## src/rtl/BrLitePkg.sv

```systemverilog
// Shared BrLite types: flit layout, service codes and the NI transmit request record.
package BrLitePkg;

  localparam int unsigned BR_ADDR_W    = 16;
  localparam int unsigned BR_SVC_W     = 2;
  localparam int unsigned BR_PAYLOAD_W = 16;
  localparam int unsigned BR_ID_W      = 4;

  localparam logic [BR_SVC_W-1:0] BR_SVC_ALL   = 2'd0;
  localparam logic [BR_SVC_W-1:0] BR_SVC_TGT   = 2'd1;
  localparam logic [BR_SVC_W-1:0] BR_SVC_CLEAR = 2'd2;
  localparam logic [BR_SVC_W-1:0] BR_SVC_RSVD  = 2'd3;

  typedef struct packed {
    logic [BR_ADDR_W-1:0]    source;
    logic [BR_ADDR_W-1:0]    target;
    logic [BR_SVC_W-1:0]     service;
    logic [BR_PAYLOAD_W-1:0] payload;
    logic [BR_ID_W-1:0]      id;
  } br_data_t;

  typedef struct packed {
    logic [BR_SVC_W-1:0]     service;
    logic [BR_ADDR_W-1:0]    target;
    logic [BR_PAYLOAD_W-1:0] payload;
  } br_ni_tx_req_t;

  // Only broadcast and targeted services may be launched by a PE.
  function automatic logic br_svc_launchable(input logic [BR_SVC_W-1:0] svc);
    return (svc == BR_SVC_ALL) || (svc == BR_SVC_TGT);
  endfunction

endpackage

```

## src/rtl/br_ni_fifo.sv

```systemverilog
// First-word-fall-through FIFO, no bypass; push is ignored when full, pop when empty.
module br_ni_fifo #(
  parameter int unsigned WIDTH = 8,
  parameter int unsigned DEPTH = 4
) (
  input  logic             clk_i,
  input  logic             rst_ni,
  input  logic             push_i,
  input  logic [WIDTH-1:0] data_i,
  input  logic             pop_i,
  output logic [WIDTH-1:0] data_o,
  output logic             full_o,
  output logic             empty_o
);

  localparam int unsigned AW = $clog2(DEPTH);

  logic [WIDTH-1:0] mem_q [DEPTH];
  logic [AW:0]      wr_ptr_q, wr_ptr_d;
  logic [AW:0]      rd_ptr_q, rd_ptr_d;
  logic             do_push, do_pop;

  // Extra pointer bit distinguishes full from empty when the indices match.
  assign empty_o = (wr_ptr_q == rd_ptr_q);
  assign full_o  = (wr_ptr_q[AW] != rd_ptr_q[AW]) &&
                   (wr_ptr_q[AW-1:0] == rd_ptr_q[AW-1:0]);
  assign do_push = push_i && !full_o;
  assign do_pop  = pop_i && !empty_o;
  assign data_o  = mem_q[rd_ptr_q[AW-1:0]];

  always_comb begin
    wr_ptr_d = wr_ptr_q;
    rd_ptr_d = rd_ptr_q;
    if (do_push) wr_ptr_d = wr_ptr_q + (AW+1)'(1);
    if (do_pop)  rd_ptr_d = rd_ptr_q + (AW+1)'(1);
  end

  always_ff @(posedge clk_i or negedge rst_ni) begin
    if (!rst_ni) begin
      wr_ptr_q <= '0;
      rd_ptr_q <= '0;
    end else begin
      wr_ptr_q <= wr_ptr_d;
      rd_ptr_q <= rd_ptr_d;
    end
  end

  always_ff @(posedge clk_i) begin
    if (do_push) mem_q[wr_ptr_q[AW-1:0]] <= data_i;
  end

endmodule

```

## src/rtl/br_lite_ni.sv

```systemverilog
// BrLite local network interface: PE valid/ready streams <-> router four-phase req/ack.
// Optional BR_NI_STATS_EN adds saturating TX-handshake and RX-push counters.
module br_lite_ni
  import BrLitePkg::*;
#(
  parameter logic [BR_ADDR_W-1:0] ADDRESS  = 16'h0000,
  parameter int unsigned          TX_DEPTH = 4,
  parameter int unsigned          RX_DEPTH = 4
) (
  input  logic                    clk_i,
  input  logic                    rst_ni,
  input  logic                    tx_valid_i,
  output logic                    tx_ready_o,
  input  logic [BR_SVC_W-1:0]     tx_service_i,
  input  logic [BR_ADDR_W-1:0]    tx_target_i,
  input  logic [BR_PAYLOAD_W-1:0] tx_payload_i,
  output logic                    tx_err_o,
  output logic                    rx_valid_o,
  input  logic                    rx_ready_i,
  output br_data_t                rx_data_o,
  output br_data_t                br_flit_o,
  output logic                    br_req_o,
  input  logic                    br_ack_i,
  input  logic                    br_busy_i,
  input  br_data_t                br_flit_i,
  input  logic                    br_req_i,
  output logic                    br_ack_o
`ifdef BR_NI_STATS_EN
  ,
  output logic [31:0]             tx_count_o,
  output logic [31:0]             rx_count_o
`endif
);

  typedef enum logic [1:0] {TX_IDLE, TX_REQ, TX_WAIT} tx_state_e;
  typedef enum logic {RX_IDLE, RX_ACK} rx_state_e;

  tx_state_e          tx_state_q, tx_state_d;
  rx_state_e          rx_state_q, rx_state_d;
  br_data_t           flit_q, flit_d;
  logic [BR_ID_W-1:0] id_q, id_d;
  logic               err_q, err_d;

  br_ni_tx_req_t tx_req, tx_head;
  logic          tx_full, tx_empty, tx_pop;
  logic          rx_full, rx_empty, rx_push;

  assign tx_req = '{service: tx_service_i, target: tx_target_i, payload: tx_payload_i};

  br_ni_fifo #(.WIDTH($bits(br_ni_tx_req_t)), .DEPTH(TX_DEPTH)) u_tx_fifo (
    .clk_i  (clk_i),
    .rst_ni (rst_ni),
    .push_i (tx_valid_i),
    .data_i (tx_req),
    .pop_i  (tx_pop),
    .data_o (tx_head),
    .full_o (tx_full),
    .empty_o(tx_empty)
  );

  br_ni_fifo #(.WIDTH($bits(br_data_t)), .DEPTH(RX_DEPTH)) u_rx_fifo (
    .clk_i  (clk_i),
    .rst_ni (rst_ni),
    .push_i (rx_push),
    .data_i (br_flit_i),
    .pop_i  (rx_ready_i),
    .data_o (rx_data_o),
    .full_o (rx_full),
    .empty_o(rx_empty)
  );

  assign tx_ready_o = !tx_full;
  assign rx_valid_o = !rx_empty;
  assign tx_err_o   = err_q;
  assign br_flit_o  = flit_q;
  assign br_req_o   = (tx_state_q == TX_REQ);
  assign br_ack_o   = (rx_state_q == RX_ACK);

  // TX: launch only when the router's local broadcast window is clear.
  always_comb begin
    tx_state_d = tx_state_q;
    flit_d     = flit_q;
    id_d       = id_q;
    err_d      = 1'b0;
    tx_pop     = 1'b0;
    unique case (tx_state_q)
      TX_IDLE: begin
        if (!tx_empty && !br_busy_i) begin
          tx_pop = 1'b1;
          if (br_svc_launchable(tx_head.service)) begin
            flit_d = '{source:  ADDRESS,
                       target:  tx_head.target,
                       service: tx_head.service,
                       payload: tx_head.payload,
                       id:      id_q};
            id_d       = id_q + BR_ID_W'(1);
            tx_state_d = TX_REQ;
          end else begin
            err_d = 1'b1;
          end
        end
      end
      TX_REQ:  if (br_ack_i)  tx_state_d = TX_WAIT;
      TX_WAIT: if (!br_ack_i) tx_state_d = TX_IDLE;
      default: tx_state_d = TX_IDLE;
    endcase
  end

  // RX: ack is withheld while the FIFO is full, which stalls the router.
  always_comb begin
    rx_state_d = rx_state_q;
    rx_push    = 1'b0;
    unique case (rx_state_q)
      RX_IDLE: begin
        if (br_req_i && !rx_full) begin
          rx_push    = 1'b1;
          rx_state_d = RX_ACK;
        end
      end
      RX_ACK:  if (!br_req_i) rx_state_d = RX_IDLE;
      default: rx_state_d = RX_IDLE;
    endcase
  end

  always_ff @(posedge clk_i or negedge rst_ni) begin
    if (!rst_ni) begin
      tx_state_q <= TX_IDLE;
      rx_state_q <= RX_IDLE;
      flit_q     <= '0;
      id_q       <= '0;
      err_q      <= 1'b0;
    end else begin
      tx_state_q <= tx_state_d;
      rx_state_q <= rx_state_d;
      flit_q     <= flit_d;
      id_q       <= id_d;
      err_q      <= err_d;
    end
  end

`ifdef BR_NI_STATS_EN
  logic [31:0] tx_cnt_q, rx_cnt_q;
  logic        tx_done;

  assign tx_done    = (tx_state_q == TX_WAIT) && !br_ack_i;
  assign tx_count_o = tx_cnt_q;
  assign rx_count_o = rx_cnt_q;

  always_ff @(posedge clk_i or negedge rst_ni) begin
    if (!rst_ni) begin
      tx_cnt_q <= '0;
      rx_cnt_q <= '0;
    end else begin
      if (tx_done && (tx_cnt_q != '1)) tx_cnt_q <= tx_cnt_q + 32'd1;
      if (rx_push && (rx_cnt_q != '1)) rx_cnt_q <= rx_cnt_q + 32'd1;
    end
  end
`endif

endmodule

```

## config.mk

```make
export PLATFORM = sky130hd
export DESIGN_NAME = br_lite_ni
export DESIGN_NICKNAME = d
export VERILOG_FILES = /design/src/rtl/BrLitePkg.sv /design/src/rtl/br_ni_fifo.sv /design/src/rtl/br_lite_ni.sv
export SDC_FILE = /design/constraint.sdc
export NUM_CORES = 1
export LEC_CHECK = 0
export CAP_MARGIN = 20
export CELL_PAD_IN_SITES_DETAIL_PLACEMENT = 1
export CELL_PAD_IN_SITES_GLOBAL_PLACEMENT = 1
export CORE_ASPECT_RATIO = 1.25
export CORE_UTILIZATION = 50
export CTS_BUF_LIST = sky130_fd_sc_hd__clkbuf_4
export DETAILED_ROUTE_END_ITERATION = 16
export GPL_TIMING_DRIVEN = 1
export PLACE_DENSITY = 0.78
export SLEW_MARGIN = 20
export SYNTH_ARGS = -nofsm -noshare
export SYNTH_HDL_FRONTEND = slang
export SYNTH_SLANG_ARGS = --single-unit
export TNS_END_PERCENT = 20
```

## constraint.sdc

```tcl
create_clock -name clk_i -period 4.05 [get_ports clk_i]
set_input_delay 0.405 -clock clk_i [delete_from_list [all_inputs] [get_ports clk_i]]
set_output_delay 0.405 -clock clk_i [all_outputs]
set_load 0.05 [all_outputs]
```

==> flow_metrics.tcl, run 1 <==
set metrics [dict create \
    ys_ff_latch 410 \
    p_int_mw 9.47 \
    synth_cell_types 30 \
    synthTopCellsByArea "edfxtp_1, mux4_2, dfrtp_1, mux2_2, ha_1" \
    avgSynthCellArea_um2 23.6 \
    yosys.area.top_type "edfxtp_1" \
    fmax_ghz 0.279 \
    finalHoldViolations 0 \
    criticalPathCategory "register to output pin" \
    cts_tree "built" \
    synth_flop_cell "edfxtp_1" \
    grt_max_degree 57 \
    cts.sinks 410 \
    routed_wl_um 30900 \
    via_per_inst 5.24 \
    die_x_um 158 \
    numPortBuffers 191 \
    dr.pass1.iters 4 \
    power_density_nw_per_um2 807 \
    drive_above_1_share 0.299 \
    coreArea_um2 30000 \
    timing.final.crit_period_ns 3.58 \
    drv_slew 0 \
    p_clk_frac 0.204 \
    routabilityCongestion 0.745 \
    r2r_setup_slack_ns 1.15 \
    seqPwrFrac 0.396 \
    htree_levels 3 \
    synth_edf_count 352 \
    wl_per_cell_um 22.1 \
    dp_cells 1226 \
    finalClockSkew_ns 0.0363 \
    setup_viol 0 \
    antenna_found_initial 2 \
    cap_viol_max_count 0 \
    grt_setup_unrepaired "false" \
    synthCells 648 \
    layout_commonest_cell "edfxtp_1" \
    die_y_um 197 \
    hpwl_um 19200 \
    cts_inserted_buffers 95 \
    power.switching_mw 5.67 \
    fin_crit_sh 0.885 \
    netSwitchingFraction 0.375 \
    hp-class "primary input to async pin" \
    grt_pass1_wl_um 47800 \
    synthesis.area_um2 15300 \
    drt-initial-drc-count 331 \
    crit_path_top_delay_cell "clkdlybuf4s50_1" \
    ant_nets 0 \
    path_buf_inv 2 \
    clk_pin_slew_worst_paths_ns 0.07 \
    crit_fanout 42 \
    grt_usage 0.209 \
    utilization 0.625 \
    layout.nets 1029 \
    irDropWorstVdd_v 0.000608 \
    fin_cells 1400 \
    clock_latency_ns 0.77 \
    vias 7330 \
    combPwrFrac 0.401 \
    grt_pass1_vias 8556 \
    clockRootBuffer "clkbuf_4" \
    worstSetupEndpointType "output pin" \
    final_cell_mix "edfxtp_1, clkdlybuf4s50_1, clkbuf_4" \
    status "completed" \
    num_io_pins 208 \
    critPathLaunchType "register" \
    cts.path.max_buffers 3 \
    crit_arrival_ns 3.18 \
    path_cells "buf_4 > mux4_2 > clkdlybuf4s50_1" \
    tns_ns 0 \
    synth_top_area_share 0.692 \
    start_util 0.509 \
    fin_total_pwr_mw 15.1 \
    area_growth_pct 22.9 \
    tightest_slew_ns 1.04 \
    overflow 0 \
    async_flop_share 0.141 \
    die_area_um2 31200 \
    cpLargestDelayFamily "buffers and inverters" \
    critical_path.max_stage_delay_ns 0.84 \
    required_ns 3.64 \
    yosysWarnings 0 \
    leakage_nw 6.43 \
    rows 71 \
    synth_seq_area_share 0.787 \
    drc 0 \
    slew_headroom 0.305 \
]
cells by family (layout without fill, tap and decap cells):
group           Yosys count  after routing  share of synthesized area
flops                   410            410                      0.787
mux                     128            128                      0.159
buf+inv                  47            382                     0.0186
simple gates             25             25                    0.00992
xor+xnor                 18             18                     0.0108
fa+ha+maj                11             11                    0.00901
compound gates            8              8                    0.00475
other cells               1             17                   0.000246
power by group through the flow:
stage               Combinational, mW  Clock, mW  Sequential (mW)
finish                           6.07       3.08             5.99
global route                     6.41       3.37             6.08
CTS                              6.17       3.20             6.00
detailed placement               6.15          0             6.09
global placement                 6.03          0             5.99
floorplan                        3.70          0             6.59
final cells by class:
class | count | area, µm²
Inverter | 7 | 26.3
Tap cell | 401 | 502
Multi-Input combinational cell | 206 | 3030
Sequential cell | 410 | 12000
Antenna cell | 1 | 2.50
Clock buffer | 135 | 1010
Clock inverter | 37 | 144
Timing Repair Buffer | 203 | 2010
Fill cell | 2606 | 11300
synthesized netlist by cell type, types with 5 or more instances:
library cell	instances
clkbuf_1	9
buf_2	8
dfrtp_1	58
nand2_1	5
buf_6	5
xor2_1	6
xnor2_1	11
edfxtp_1	352
ha_1	11
mux2_2	40
inv_1	7
and2_1	9
mux4_2	88
buf_4	16
per-layer routing:
metal | track usage | up-vias | share of wire
li1 | - | 3222 | -
met1 | 0.234 | 3808 | 0.37
met2 | 0.369 | 253 | 0.54
met3 | 0.0612 | 45 | 0.070
met4 | 0.0894 | 2 | 0.021
met5 | 0 | - | 0.00039
final timing paths:
| check | startpoint | endpoint | cells after the start |
|---|---|---|---|
| min in group clk_i | br_req_i | br_ack_o | 3 |
| worst min-delay path | rst_ni | br_flit_o[20] | 2 |
| worst max-delay path | u_rx_fifo.rd_ptr_q[1] | rx_data_o[44] | 3 |
| max in group asynchronous | rst_ni | u_rx_fifo.rd_ptr_q[0] | 3 |
| worst max register to register | u_rx_fifo.rd_ptr_q[1] | u_rx_fifo.mem_q[3][51] | 4 |
| worst min register to register | u_rx_fifo.rd_ptr_q[2] | u_rx_fifo.rd_ptr_q[2] | 1 |
metrics by stage:
step | area [µm²] | hold WS (ns) | setup WS [ns]
2_1_floorplan | 15300 | 0.109 | 1.07
3_3_place_gp | 17600 | 0.476 | 1.27
3_5_place_dp | 17600 | 0.490 | 1.13
4_1_cts | 18800 | 0.152 | 0.354
5_1_grt | 18800 | 0.209 | 0.312
6_report | 18800 | 0.219 | 0.466
state kept, by name (all words and copies together) (netlist names):
signal,flops
tx_state_q,2
u_tx_fifo.rd_ptr_q,3
u_rx_fifo.mem_q,216
u_rx_fifo.wr_ptr_q,3
br_flit_o,38
tx_err_o,1
u_tx_fifo.wr_ptr_q,3
br_ack_o,1
u_rx_fifo.rd_ptr_q,3
id_q,4
u_tx_fifo.mem_q,136
timing repair:
item,4_1_cts,5_1_grt
buffers inserted,0,0
gates resized for setup,0,0
hold buffers,1,0
setup endpoints to repair,0,0
hold endpoints to repair,39,0
Note: power is estimated with default switching activity, not from simulation.
==> run 2, diff against run 1 <==
--- a/config.mk
+++ b/config.mk
@@ -5,10 +5,12 @@
 export SDC_FILE = /design/constraint.sdc
 export NUM_CORES = 1
 export LEC_CHECK = 0
+export ABC_CLOCK_PERIOD_IN_PS = 4050
 export CAP_MARGIN = 20
 export CELL_PAD_IN_SITES_DETAIL_PLACEMENT = 1
 export CELL_PAD_IN_SITES_GLOBAL_PLACEMENT = 1
 export CORE_ASPECT_RATIO = 1.25
+export CORE_MARGIN = 3
 export CORE_UTILIZATION = 50
 export CTS_BUF_LIST = sky130_fd_sc_hd__clkbuf_4
 export DETAILED_ROUTE_END_ITERATION = 16
==> flow_metrics.tcl, run 2 (synthesis results as in run 1) <==
set metrics [dict create \
    drv_slew 0 \
    die_x_um 162 \
    dr.pass1.iters 6 \
    post-cts-setup-buffers 0 \
    status "completed" \
    ant_nets 0 \
    postCtsResizedCells 0 \
    layout_commonest_cell "edfxtp_1" \
    fin_hold_ws_ns 0.315 \
    grt_pass1_wl_um 49100 \
    hp-class "primary input to register" \
    fmax_ghz 0.277 \
    start_util 0.514 \
    wl_per_cell_um 22.6 \
    grt_setup_unrepaired "false" \
    slew_headroom 0.435 \
    worstSetupEndpointType "output pin" \
    tns_ns 0 \
    num_io_pins 208 \
    final_cell_mix "edfxtp_1, clkdlybuf4s50_1, clkbuf_4" \
    fin_crit_sh 0.891 \
    grt_max_degree 48 \
    finalClockSkew_ns 0.0396 \
    drt-initial-drc-count 462 \
    critical_path.max_stage_delay_ns 0.82 \
    layout.nets 1032 \
    leakage_nw 6.49 \
    rows 70 \
    placed_cell_area_um2 17700 \
    overflow 0 \
    vias 7417 \
    path_cells "buf_4 > mux4_2 > clkdlybuf4s50_1" \
    critPathLaunchType "register" \
    drc 0 \
    coreArea_um2 29700 \
    hpwl_um 19900 \
    die_area_um2 32700 \
    crit_arrival_ns 3.21 \
    crit_fanout 34 \
    largest_reg_flops 216 \
    antenna_found_initial 3 \
    cap_viol_max_count 0 \
    htree_levels 3 \
    cts.path.max_buffers 3 \
    grt_usage 0.197 \
    crit_path_top_delay_cell "clkdlybuf4s50_1" \
    clk_pin_slew_worst_paths_ns 0.07 \
    irDropWorstVdd_v 0.000607 \
    numPortBuffers 191 \
    cts_tree "built" \
    fin_total_pwr_mw 15.3 \
    drive_above_1_share 0.307 \
    grt_pass1_vias 8594 \
    criticalPathCategory "register to output pin" \
    die_y_um 201 \
    power_density_nw_per_um2 810 \
    tightest_slew_ns 0.847 \
    finalHoldViolations 0 \
    clockRootBuffer "clkbuf_4" \
    setup_viol 0 \
    via_per_inst 5.30 \
    routed_wl_um 31600 \
    timing.final.crit_period_ns 3.61 \
    cts_inserted_buffers 95 \
    area_growth_pct 23.7 \
    clock_latency_ns 0.70 \
    required_ns 3.64 \
    routabilityCongestion 0.729 \
    stdcell_area_um2 18900 \
    cts.sinks 410 \
    postCtsHoldBufs 1 \
]
[run 2: where the power goes]
part           leakage [nW]  switching [mW]  internal, mW
Clock                 0.728            1.56          1.63
Sequential             3.90           0.470          5.56
Combinational          1.87            3.68          2.39
Total                  6.49            5.71          9.58
[run 2: critical path, delay by kind of cell (launching register included)]
kind,cells,cell delay (ns)
buf+inv,2,1.36
flops,1,0.77
mux,1,0.32
[run 2: through the flow]
stage / worst slack [ns] / utilization / std cells
3_3_place_gp: 1.22 / 0.595 / 1224
4_1_cts: 0.301 / 0.636 / 1397
6_report: 0.439 / 0.636 / 1400
5_1_grt: 0.248 / 0.636 / 1400
2_1_floorplan: 1.07 / - / 663
3_5_place_dp: 0.988 / 0.595 / 1224
[run 2: final timing paths]
check	startpoint	end	slack, ns	depth (start not counted)
worst max register to register	u_rx_fifo.rd_ptr_q[1]	u_rx_fifo.mem_q[1][10]	0.96	4
max in group asynchronous	rst_ni	u_tx_fifo.rd_ptr_q[0]	2.74	3
worst max-delay path	u_rx_fifo.rd_ptr_q[1]	rx_data_o[38]	0.44	3
worst min register to register	u_rx_fifo.wr_ptr_q[2]	u_rx_fifo.wr_ptr_q[2]	0.49	1
worst min-delay path	br_ack_i	tx_state_q[0]	0.31	2
min in group asynchronous	rst_ni	br_flit_o[12]	0.35	2
[run 2: area by class of cell]
class / count / area [µm²]
Sequential cell: 410 / 12000
Fill cell: 2487 / 10800
Multi-Input combinational cell: 206 / 3030
Timing Repair Buffer: 206 / 2100
Clock buffer: 129 / 968
Tap cell: 396 / 495
Clock inverter: 43 / 236
Inverter: 7 / 26.3
Antenna cell: 3 / 7.51
[run 2: layer usage]
| layer | GRT usage | wire, µm | share of wire |
|---|---|---|---|
| met1 | 0.227 | 11800 | 0.37 |
| met2 | 0.347 | 16900 | 0.54 |
| met3 | 0.0729 | 2420 | 0.077 |
| met4 | 0.0543 | 438 | 0.014 |
| met5 | 0 | 13 | 0.00041 |
